<file path="config.mk">
export PLATFORM = sky130hd
export DESIGN_NAME = vedic4x4_seq_ctrl
export DESIGN_NICKNAME = d
export VERILOG_FILES = /design/src/rtl/vedic4x4_seq_ctrl.sv
export SDC_FILE = /design/constraint.sdc
export NUM_CORES = 1
export LEC_CHECK = 0
export ABC_AREA = 1
export BUFFER_PORTS_ARGS = -buffer_cell sky130_fd_sc_hd__clkbuf_2
export CELL_PAD_IN_SITES_DETAIL_PLACEMENT = 0
export CELL_PAD_IN_SITES_GLOBAL_PLACEMENT = 1
export CORE_MARGIN = 4
export CORE_UTILIZATION = 36
export DETAILED_ROUTE_END_ITERATION = 7
export GPL_TIMING_DRIVEN = 1
export PLACE_DENSITY = 0.87
export SLEW_MARGIN = 20
export SYNTH_ARGS = -nofsm -noshare
export SYNTH_HDL_FRONTEND = slang
export SYNTH_SLANG_ARGS = --single-unit
export TNS_END_PERCENT = 50
</file>
<file path="constraint.sdc">
create_clock -name clk -period 1.5 [get_ports clk]
set_input_delay 0.3 -clock clk [delete_from_list [all_inputs] [get_ports clk]]
set_output_delay 0.3 -clock clk [all_outputs]
set_load 0.005 [all_outputs]
</file>
<file path="src/rtl/vedic4x4_seq_ctrl.sv">
// Sequencing controller for a 4x4 Urdhva Tiryagbhyam multiplier. Partial products are
// summed in two passes through one shared external ripple adder with a settle window.
module vedic4x4_seq_ctrl #(
    parameter int unsigned ADD_WAIT = 0
) (
    input  logic       clk,
    input  logic       rst_n,
    input  logic       in_valid,
    output logic       in_ready,
    input  logic [3:0] in_a,
    input  logic [3:0] in_b,
    output logic       out_valid,
    input  logic       out_ready,
    output logic [7:0] out_p,
    output logic [7:0] add_a,
    output logic [7:0] add_b,
    output logic       add_cin,
    input  logic [7:0] add_sum,
    input  logic       add_cout,
    output logic       err
);

    typedef enum logic [1:0] {StIdle, StAdd1, StAdd2, StDone} state_e;

    localparam logic [3:0] WaitLast = 4'(ADD_WAIT);

    state_e     state_q, state_d;
    logic [3:0] cnt_q, cnt_d;
    logic [3:0] q0_q, q1_q, q2_q, q3_q;
    logic [7:0] acc_q, out_p_q;
    logic       err_q;
    logic       accept, cnt_done, capture;

    // 2x2 Vedic block: vertical/crosswise products with a half-adder carry chain.
    function automatic logic [3:0] mul2(input logic [1:0] x, input logic [1:0] y);
        logic cross_c, top;
        cross_c = (x[1] & y[0]) & (x[0] & y[1]);
        top     = x[1] & y[1];
        return {top & cross_c, top ^ cross_c, (x[1] & y[0]) ^ (x[0] & y[1]), x[0] & y[0]};
    endfunction

    assign accept   = in_valid & in_ready;
    assign cnt_done = (cnt_q == WaitLast);
    assign capture  = ((state_q == StAdd1) || (state_q == StAdd2)) && cnt_done;

    always_comb begin
        state_d = state_q;
        cnt_d   = cnt_q;
        add_a   = 8'h00;
        add_b   = 8'h00;
        case (state_q)
            StIdle: begin
                if (accept) begin
                    state_d = StAdd1;
                    cnt_d   = 4'd0;
                end
            end
            StAdd1: begin
                add_a = {q3_q, q0_q};
                add_b = {2'b00, q1_q, 2'b00};
                if (cnt_done) begin
                    cnt_d   = 4'd0;
                    state_d = StAdd2;
                end else begin
                    cnt_d = cnt_q + 4'd1;
                end
            end
            StAdd2: begin
                add_a = acc_q;
                add_b = {2'b00, q2_q, 2'b00};
                if (cnt_done) begin
                    cnt_d   = 4'd0;
                    state_d = StDone;
                end else begin
                    cnt_d = cnt_q + 4'd1;
                end
            end
            StDone: begin
                if (out_ready) begin
                    state_d = StIdle;
                end
            end
            default: state_d = StIdle;
        endcase
    end

    always_ff @(posedge clk or negedge rst_n) begin
        if (!rst_n) begin
            state_q <= StIdle;
            cnt_q   <= 4'd0;
        end else begin
            state_q <= state_d;
            cnt_q   <= cnt_d;
        end
    end

    always_ff @(posedge clk or negedge rst_n) begin
        if (!rst_n) begin
            q0_q    <= 4'd0;
            q1_q    <= 4'd0;
            q2_q    <= 4'd0;
            q3_q    <= 4'd0;
            acc_q   <= 8'd0;
            out_p_q <= 8'd0;
            err_q   <= 1'b0;
        end else begin
            if (accept) begin
                q0_q <= mul2(in_a[1:0], in_b[1:0]);
                q1_q <= mul2(in_a[3:2], in_b[1:0]);
                q2_q <= mul2(in_a[1:0], in_b[3:2]);
                q3_q <= mul2(in_a[3:2], in_b[3:2]);
            end
            if ((state_q == StAdd1) && cnt_done) begin
                acc_q <= add_sum;
            end
            if ((state_q == StAdd2) && cnt_done) begin
                out_p_q <= add_sum;
            end
            // A carry-out can never occur for a valid product, so it marks an adder fault.
            if (capture && add_cout) begin
                err_q <= 1'b1;
            end
        end
    end

    assign in_ready  = rst_n && (state_q == StIdle);
    assign out_valid = (state_q == StDone);
    assign out_p     = out_p_q;
    assign add_cin   = 1'b0;
    assign err       = err_q;

endmodule

</file>
==> reports/qor.yml <==
violations: "negative setup slack"
synth_cells: 274
swShare_pct: 41.7
crit_type: "reg2out"
dpl.hpwl_um: 3850
antenna_found_initial: 0
die_height_um: 86.6
yosys_register_bits: 39
start_util_pct: 37.3
area_delta_synth_final_pct: 33.9
cp_slowest_cell: "dfrtp_1"
finalCritPeriodShare_pct: 119
grt_max_degree: 22
worst-r2r-setup-slack_ns: -0.02
finalWorstPathRequiredPeriod_ns: 1.79
r2r-end: "state_q[1]"
route.detailed.drc: 0
layout_commonest_cell: "nand2_1"
cts_buffer_depth: 2
clk_latency_ns: 0.30
yosysUniqueCellTypes: 24
io-pin-count: 49
post-route-util_pct: 50.0
synthFlopType: "dfrtp_1"
synth_edf_count: 0
portBuffers: 43
rsz0062_at_grt: "yes"
vias_per_cell: 4.62
mostFrequentLayoutCells: "90 x nand2_1, 39 x dfrtp_1, 32 x clkbuf_2"
seqPwrFrac_pct: 29.6
core_um2: 5960
routed_wl_um: 5200
grt_overflow: 0
synth_top_area_cell: "dfrtp_1"
die_x_um: 86.6
r2r_start: "state_q[1]"
cp.required_ns: 1.20
crit_fanout: 6
crit_arrival_ns: 1.49
wl_per_cell_um: 12.5
insertedDiodeCount: 0
max_clock_freq_mhz: 560
power.density_nw_per_um2: 1920
critPathBufInv: 3
finalHoldViolations: 0
reg2reg_depth: 8
p_leak_nw: 1.63
ys_seq_area_share_pct: 43.9
yosys-top-cells-area: "dfrtp_1 44%, nand2_1 17%, ha_1 8.4%"
setup_ws_ns: -0.287
dr_total_vias: 1921
syn-cell-area_um2: 2220
crit_path_start_kind: "flip-flop"
min_path_type: "in2async"
end_kind: "output port"
total_power_mw: 5.73
synthArstFlopShare_pct: 100
cts_tree: "done"
cts.sinks: 39
p_clk_share_pct: 12.5
cap_violations: 0
drtPass1Iterations: 4
rows: 28
path_clk_slew_ns: 0.08
path_cells: "inv_2 > ha_4 > clkbuf_16 > nand2_2 > a21oi_4 > clkbuf_2"
combPwrFrac_pct: 57.9
finalNetCount: 376
cts_made_buffers: 5
internal-power_mw: 3.34
dr.first_iter.drc_count: 87
worst_hold_slack_ns: 0.0702
irDropWorstVdd_mv: 0.728
track_usage_pct: 15.1
grt_pass1_wl_um: 8900
antenna_left: 0
status: "finished, violations left"
die-area_um2: 7500
cp_top_family: "flip-flops"
grt_pass1_vias: 1928
synth_top_area_share_pct: 43.9
htree_levels: 2
layout-drive-gt1-share_pct: 38.7
syn_avg_cell_area_um2: 8.11
synth_warnings: 0
max_stage_delay_ns: 0.41
cts-root-buf: "clkbuf_8"
p_sw_mw: 2.39
tns_ns: -3.18
pre_cts_ws_ns: -0.105
maxSlewViolCount: 0
finalClockSkew_ns: 0.0106
place_congestion: 0.799
finalSetupViolations: 15
## worst max-delay path by stage
stage,end,slack (ns),cells past startpoint,startpoint
after detailed placement,add_a[7],-0.11,6,state_q[0]
after global placement,add_a[7],-0.06,6,state_q[1]
after floorplan,add_a[0],-0.02,6,state_q[0]
after CTS,add_a[6],-0.28,6,state_q[0]
final,add_a[7],-0.29,6,state_q[0]
after global routing,add_a[7],-0.34,6,state_q[0]
## cell usage after synthesis, types with 2 or more instances
| master | n |
|---|---|
| inv_2 | 3 |
| inv_1 | 34 |
| a21oi_1 | 13 |
| nand2_1 | 98 |
| dfrtp_1 | 39 |
| ha_1 | 15 |
| buf_6 | 2 |
| nand2_4 | 2 |
| o21ai_2 | 16 |
| nand3_1 | 19 |
| o31ai_1 | 4 |
| buf_4 | 5 |
| nand2_2 | 4 |
| buf_2 | 8 |
| nor2_1 | 3 |
## worst reg2reg max path: stages (launching register included)
cell,delay [ns]
dfrtp_1,0.40
buf_4,0.15
ha_4,0.18
clkbuf_16,0.15
or2_1,0.24
nand2_2,0.08
nand2_1,0.08
nand2_1,0.07
nand2_1,0.06
## cell type report
| class | instances | area (um2) |
|---|---|---|
| clock buffers | 6 | 72.6 |
| clock inverters | 2 | 12.5 |
| fillers | 580 | 2980 |
| inverters | 38 | 148 |
| multi-input cells | 186 | 1170 |
| flip-flops and latches | 39 | 976 |
| well taps | 75 | 93.8 |
| repair buffers | 70 | 505 |
## per-layer routing
metal  part of all wire, %  global-route usage, %
met5                     0                      0
met4                   1.4                   5.52
met3                   3.9                   2.28
met2                    49                   24.6
met1                    46                   20.2
## power groups by stage
stage | Clock, mW | Sequential, mW | Combinational (mW)
finish | 0.718 | 1.69 | 3.32
CTS | 0.728 | 1.69 | 3.14
detailed placement | 0 | 1.71 | 2.71
global placement | 0 | 1.70 | 2.68
floorplan | 0 | 1.67 | 1.63
global route | 0.759 | 1.74 | 3.70
## sequential cells by signal, summed over array words and instances, names as in the netlist
name,count
err,1
out_p,8
q2_q,4
state_q,2
q3_q,4
cnt_q,4
q0_q,4
q1_q,4
acc_q,8
## per-stage QoR
step | cell area (um2) | cells
after floorplan | 2240 | 278
after global placement | 2660 | 402
after detailed placement | 2660 | 402
after CTS | 2910 | 414
after global routing | 2980 | 416
final | 2980 | 416
## cells by family (layout without fill, tap and decap cells)
| logic type | after synthesis | after routing | synth area share [%] |
|---|---|---|---|
| AO/OA/AOI/OAI | 36 | 36 | 11.4 |
| flip-flops | 39 | 39 | 43.9 |
| buffers and inverters | 53 | 116 | 11.0 |
| adder cells (fa/ha/maj) | 15 | 15 | 8.44 |
| other | 1 | 5 | 0.169 |
| AND/OR/NAND/NOR | 130 | 130 | 25.1 |
## what timing repair did
item,in CTS,in global routing
setup buffers,3,1
cloned,0,1
hold endpoints to repair,2,0
hold buffers,1,0
pin swaps,1,6
setup endpoints to repair,15,19
resized for setup,33,18
Note: power is estimated with default switching activity, not from simulation.
